===== config.mk =====
export PLATFORM = sky130hd
export DESIGN_NAME = pixel_readout_seq
export DESIGN_NICKNAME = d
export VERILOG_FILES = /design/src/rtl/pixel_readout_seq.sv
export SDC_FILE = /design/constraint.sdc
export NUM_CORES = 1
export LEC_CHECK = 0
export ABC_AREA = 1
export BUFFER_PORTS_ARGS = -buffer_cell sky130_fd_sc_hd__buf_2
export CAP_MARGIN = 40
export CORE_MARGIN = 2
export CORE_UTILIZATION = 35
export CTS_CLUSTER_DIAMETER = 40
export CTS_CLUSTER_SIZE = 30
export DETAILED_ROUTE_END_ITERATION = 6
export SETUP_SLACK_MARGIN = 0.3
export SLEW_MARGIN = 30
export SYNTH_ARGS = -nofsm -noshare
export SYNTH_HDL_FRONTEND = slang
export SYNTH_SLANG_ARGS = --single-unit

===== constraint.sdc =====
create_clock -name clk -period 3.1 [get_ports clk]
set_input_delay 0.155 -clock clk [delete_from_list [all_inputs] [get_ports clk]]
set_output_delay 0.155 -clock clk [all_outputs]
set_load 0.05 [all_outputs]

===== src/rtl/pixel_readout_seq.sv =====
// pixel_readout_seq: per-frame pixel-array sequencer.
// One frame per init request: ERASE (1 cycle), EXPOSE (exposure_time cycles),
// CONVERT (CONV_CYCLES cycles), then READ, which hands out row addresses
// 0..N_ROWS-1 over a valid/ready handshake. Exposure time is adjustable in
// IDLE only and saturates at EXP_MIN/EXP_MAX. Every output is a flop.
// Optional feature macro: PIXEL_READOUT_SEQ_TIMEOUT_EN -- aborts READ with a
// one-cycle read_err pulse after TIMEOUT_CYC consecutive stalled cycles.
module pixel_readout_seq #(
  parameter int ADDR_W      = 3,
  parameter int N_ROWS      = 8,
  parameter int EXP_W       = 5,
  parameter int EXP_MIN     = 2,
  parameter int EXP_MAX     = 30,
  parameter int EXP_RST     = 15,
  parameter int CONV_CYCLES = 16,
  parameter int TIMEOUT_CYC = 64
) (
  input  logic              clk,
  input  logic              reset_n,
  input  logic              init,
  input  logic              exp_inc,
  input  logic              exp_dec,
  output logic              erase,
  output logic              expose,
  output logic              convert,
  output logic              row_valid,
  input  logic              row_ready,
  output logic [ADDR_W-1:0] row_addr,
  output logic              busy,
  output logic [EXP_W-1:0]  exposure_time,
  output logic              read_err
);

  // One down-counter serves both EXPOSE and CONVERT, so it must hold either load.
  localparam int CONV_W = $clog2(CONV_CYCLES + 1);
  localparam int CNT_W  = (EXP_W > CONV_W) ? EXP_W : CONV_W;

  localparam logic [EXP_W-1:0]  EXP_MIN_V = EXP_W'(EXP_MIN);
  localparam logic [EXP_W-1:0]  EXP_MAX_V = EXP_W'(EXP_MAX);
  localparam logic [EXP_W-1:0]  EXP_RST_V = EXP_W'(EXP_RST);
  localparam logic [CNT_W-1:0]  CONV_LOAD = CNT_W'(CONV_CYCLES - 1);
  localparam logic [ADDR_W-1:0] LAST_ROW  = ADDR_W'(N_ROWS - 1);

  typedef enum logic [2:0] {
    ST_IDLE    = 3'd0,
    ST_ERASE   = 3'd1,
    ST_EXPOSE  = 3'd2,
    ST_CONVERT = 3'd3,
    ST_READ    = 3'd4
  } state_t;

  state_t             state_q, state_d;
  logic [CNT_W-1:0]   cnt_q, cnt_d;
  logic [EXP_W-1:0]   exp_q, exp_d;
  logic [ADDR_W-1:0]  row_addr_q, row_addr_d;
  logic               erase_q, erase_d;
  logic               expose_q, expose_d;
  logic               convert_q, convert_d;
  logic               row_valid_q, row_valid_d;
  logic               busy_q, busy_d;

`ifdef PIXEL_READOUT_SEQ_TIMEOUT_EN
  localparam int STALL_W = $clog2(TIMEOUT_CYC + 1);
  localparam logic [STALL_W-1:0] STALL_LAST = STALL_W'(TIMEOUT_CYC - 1);
  logic [STALL_W-1:0] stall_q, stall_d;
  logic               read_err_q, read_err_d;
`endif

  // Next-state and next-output logic; outputs are computed for the state being entered.
  always_comb begin
    state_d     = state_q;
    cnt_d       = cnt_q;
    exp_d       = exp_q;
    row_addr_d  = row_addr_q;
    erase_d     = 1'b0;
    expose_d    = 1'b0;
    convert_d   = 1'b0;
    row_valid_d = 1'b0;
`ifdef PIXEL_READOUT_SEQ_TIMEOUT_EN
    stall_d     = '0;
    read_err_d  = 1'b0;
`endif
    case (state_q)
      ST_IDLE: begin
        row_addr_d = '0;
        if (exp_inc || exp_dec) begin
          // Any adjust request takes priority over init for this cycle.
          if (exp_inc && !exp_dec && (exp_q < EXP_MAX_V)) begin
            exp_d = exp_q + EXP_W'(1);
          end else if (exp_dec && !exp_inc && (exp_q > EXP_MIN_V)) begin
            exp_d = exp_q - EXP_W'(1);
          end else begin
            exp_d = exp_q;
          end
        end else if (init) begin
          // Latch the exposure length on ERASE entry; EXPOSE counts it down to 0.
          state_d = ST_ERASE;
          erase_d = 1'b1;
          cnt_d   = CNT_W'(exp_q) - CNT_W'(1);
        end else begin
          state_d = ST_IDLE;
        end
      end
      ST_ERASE: begin
        state_d  = ST_EXPOSE;
        expose_d = 1'b1;
      end
      ST_EXPOSE: begin
        if (cnt_q == '0) begin
          state_d   = ST_CONVERT;
          convert_d = 1'b1;
          cnt_d     = CONV_LOAD;
        end else begin
          expose_d = 1'b1;
          cnt_d    = cnt_q - CNT_W'(1);
        end
      end
      ST_CONVERT: begin
        if (cnt_q == '0) begin
          state_d     = ST_READ;
          row_valid_d = 1'b1;
          row_addr_d  = '0;
        end else begin
          convert_d = 1'b1;
          cnt_d     = cnt_q - CNT_W'(1);
        end
      end
      ST_READ: begin
        if (row_ready) begin
          if (row_addr_q == LAST_ROW) begin
            state_d    = ST_IDLE;
            row_addr_d = '0;
          end else begin
            row_valid_d = 1'b1;
            row_addr_d  = row_addr_q + ADDR_W'(1);
          end
        end else begin
`ifdef PIXEL_READOUT_SEQ_TIMEOUT_EN
          if (stall_q == STALL_LAST) begin
            state_d    = ST_IDLE;
            row_addr_d = '0;
            read_err_d = 1'b1;
          end else begin
            row_valid_d = 1'b1;
            stall_d     = stall_q + STALL_W'(1);
          end
`else
          row_valid_d = 1'b1;
`endif
        end
      end
      default: begin
        state_d    = ST_IDLE;
        row_addr_d = '0;
        cnt_d      = '0;
      end
    endcase
    busy_d = (state_d != ST_IDLE);
  end

  // State, counter and registered-output flops.
  always_ff @(posedge clk or negedge reset_n) begin
    if (!reset_n) begin
      state_q     <= ST_IDLE;
      cnt_q       <= '0;
      exp_q       <= EXP_RST_V;
      row_addr_q  <= '0;
      erase_q     <= 1'b0;
      expose_q    <= 1'b0;
      convert_q   <= 1'b0;
      row_valid_q <= 1'b0;
      busy_q      <= 1'b0;
    end else begin
      state_q     <= state_d;
      cnt_q       <= cnt_d;
      exp_q       <= exp_d;
      row_addr_q  <= row_addr_d;
      erase_q     <= erase_d;
      expose_q    <= expose_d;
      convert_q   <= convert_d;
      row_valid_q <= row_valid_d;
      busy_q      <= busy_d;
    end
  end

`ifdef PIXEL_READOUT_SEQ_TIMEOUT_EN
  // Stall counter and one-cycle read error pulse.
  always_ff @(posedge clk or negedge reset_n) begin
    if (!reset_n) begin
      stall_q    <= '0;
      read_err_q <= 1'b0;
    end else begin
      stall_q    <= stall_d;
      read_err_q <= read_err_d;
    end
  end

  assign read_err = read_err_q;
`else
  assign read_err = 1'b0;
`endif

  assign erase         = erase_q;
  assign expose        = expose_q;
  assign convert       = convert_q;
  assign row_valid     = row_valid_q;
  assign row_addr      = row_addr_q;
  assign busy          = busy_q;
  assign exposure_time = exp_q;

endmodule


==> flow_metrics.tcl <==
set metrics [dict create \
    status "completed" \
    ys.flop_type "dfrtp_1" \
    vias_per_cell 4.55 \
    cp_common_cell "nand2_1" \
    core_um2 3630 \
    post-cts-setup-buffers 0 \
    p_total_uw 1400 \
    synth_top_family_by_area "simple AND/OR/NAND/NOR gates" \
    clock_sinks 21 \
    cts.clk_slew.worst_paths_ns 0.08 \
    routedWlPerCell_um 10.6 \
    hp-class "in -> reg" \
    die_y_um 65.4 \
    synth.area.top_cells "dfrtp_1, nand2_1, dfstp_2" \
    crit_path_top_delay_cell "dfrtp_1" \
    place.gp.congestion 0.923 \
    setup.worst_path.class "reg -> reg" \
    synth_top_area_cell "dfrtp_1" \
    overflow 0 \
    drt_iter0_drc 70 \
    crit_path_end "busy$_DFF_PN0_" \
    antenna_found_initial 0 \
    start_kind "register" \
    r2r-end "busy$_DFF_PN0_" \
    syn_to_final_growth_pct 14.1 \
    sequentialPowerShare_pct 34.5 \
    postSynthCellCount 191 \
    grt_usage_pct 14.9 \
    diodes 0 \
    rr_worst_depth 8 \
    peakVddDrop_uv 451 \
    clkPwrFrac_pct 12.9 \
    synth_adder_area_share_pct 4.75 \
    ys_async_sr_fraction_pct 100 \
    rsz0062_at_grt "no" \
    setup_tns_ns 0 \
    max_stage_delay_ns 0.35 \
    powerDensity_nw_per_um2 932 \
    finalCritPeriodShare_pct 48.4 \
    crit_arrival_ns 1.66 \
    clock_skew_ns 0.00597 \
    p_int_uw 694 \
    cts_tree "done" \
    r2r_start "cnt_q[0]$_DFFE_PN0P_" \
    setup_viol 0 \
    ioPinCount 20 \
    hold_viol 0 \
    synth_top_cell_area_share_pct 32.3 \
    ant_nets 0 \
    switchingPower_uw 708 \
    clk_latency_ns 0.26 \
    nets 223 \
    synthesis.nets 202 \
    max-clock-path-buffers 2 \
    combPwrFrac_pct 52.6 \
    netlist_top_cells_count "nand2_1, nand3_1, dfrtp_1, nor2_1, inv_1" \
    cellLeakagePower_uw 0.000810 \
    synth_xor_area_share_pct 2.66 \
    crit_path_max_fanout 4 \
    numCtsBuffers 3 \
    slew_viol_final 0 \
    yosysSeqAreaShare_pct 40.3 \
    grt_max_degree 22 \
    synth_compound_area_share_pct 4.27 \
    grt_pass1_vias 1131 \
    grt_pass1_wl_um 4910 \
    synth.cell_area_um2 1320 \
    hpwlAfterDp_um 2140 \
    synth_cell_type_count 24 \
    max_cap_violations 0 \
    synth_most_common_cell "nand2_1" \
    numPortBuffers 18 \
    num_vias 1179 \
    clock.fmax_ghz 0.667 \
    reg2reg_slack_ns 1.60 \
    wirelength_um 2760 \
    start_util_pct 36.3 \
    drt_pass1_iterations 4 \
    synth-edff-count 0 \
    synthMuxAreaShare_pct 0 \
    rows 22 \
    required_ns 3.26 \
    fin_crit_ns 1.50 \
    critical_path.endpoint_type "register" \
    synth.avg_cell_area_um2 6.90 \
    yosys.area_share.simple_pct 40.3 \
    yosysWarnings 0 \
    htree_levels 1 \
    cts_root_buf "clkbuf_8" \
    die_area_um2 4270 \
    synth.ff_latch_count 21 \
    critPathLaunch "cnt_q[0]$_DFFE_PN0P_" \
    drc 0 \
    path_cells "inv_1 > ha_1 > nand3_1 > clkinv_1 > nand2_1 > nand2_1 > nor2_1 > nand2_1" \
    drive_gt1_share_pct 18.5 \
    die_x_um 65.4 \
    switching_share_pct 50.5 \
]
[power by group through the flow]
stage	logic [uW]	clock network [uW]	registers, uW
6_report	736	181	484
5_1_grt	834	202	504
4_1_cts	743	190	484
3_5_place_dp	740	0	488
3_3_place_gp	740	0	491
2_1_floorplan	441	0	637
[per-layer routing]
layer / share of wire (%) / up-vias / global-route usage (%)
met1: 46 / 522 / 19.2
met3: 4.6 / 4 / 2.57
met4: 1.4 / 0 / 4.69
met2: 48 / 21 / 25.4
li1: - / 632 / -
met5: 0 / - / 0
[critical path: cells and delay by family (launching register included)]
kind / cells / cell delay [ns]
flip-flops: 1 / 0.35
adder cells (fa/ha/maj): 1 / 0.24
buffers and inverters: 2 / 0.20
AND/OR/NAND/NOR: 5 / 0.62
[flip-flops by register name (all words and copies together), names as in the netlist]
register and flops:
state_q 3, busy 1, convert 1, exposure_time 5, erase 1, expose 1
row_valid 1, row_addr 3, cnt_q 5
[worst min path at each step]
stage | end | from | cells past startpoint | slack (ns)
floorplan | busy$_DFF_PN0_ | reset_n | 0 | -0.14
global placement | convert$_DFF_PN0_ | reset_n | 1 | 0.14
detailed placement | convert$_DFF_PN0_ | reset_n | 1 | 0.14
CTS | erase$_DFF_PN0_ | init | 3 | 0.22
global route | erase$_DFF_PN0_ | init | 3 | 0.22
finish | erase$_DFF_PN0_ | init | 3 | 0.23
[stage by stage]
step / setup WS, ns / hold slack [ns] / area, um^2 / util [%] / std cells
final: 1.60 / 0.225 / 1500 / 41.4 / 259
after global routing: 1.44 / 0.217 / 1500 / 41.4 / 259
after CTS: 1.58 / 0.222 / 1500 / 41.4 / 259
after detailed placement: 1.60 / 0.142 / 1450 / 39.8 / 254
after global placement: 1.62 / 0.145 / 1450 / 39.8 / 254
after floorplan: 1.51 / -0.141 / 1320 / - / 191
[final cells by class]
| class | instances | area [um^2] |
|---|---|---|
| Clock buffer | 3 | 41.3 |
| Clock inverter | 1 | 5.00 |
| Fill cell | 404 | 2130 |
| Inverter | 21 | 78.8 |
| Multi-Input combinational cell | 146 | 688 |
| Sequential cell | 21 | 531 |
| Tap cell | 48 | 60.1 |
| Timing Repair Buffer | 19 | 100 |
[cell families after synthesis]
kind of cell / count (synthesis)
and+or+nand+nor: 126
buffers and inverters: 24
DFF: 21
AOI/OAI and AO/OA: 10
adders and majority gates: 5
xor gates and xnor gates: 4
other: 1
[cell usage in the layout (no fill, tap or decap)]
cell type      count
nor2_1            17
xnor2_1            2
nand3b_2           1
clkbuf_8           3
o21ai_1            5
nand3_1           18
nand3b_1           1
clkinv_2           1
nor2_2             4
nand2_1           80
dlygate4sd3_1      1
nor3b_1            1
xor2_1             2
nand2_2            1
conb_1             1
or2_2              1
dfrtp_1           17
ha_1               5
nand4_1            2
o21ai_0            4
clkinv_1           1
dfstp_2            4
buf_2             18
inv_1             15
inv_2              5
o21bai_2           1
[timing repair]
action | in CTS | in global routing
setup endpoints to repair | 0 | 0
endpoints found under the hold margin | 17 | 0
resized for setup | 0 | 0
hold buffers | 1 | 0
(Power assumes the default switching activity.)
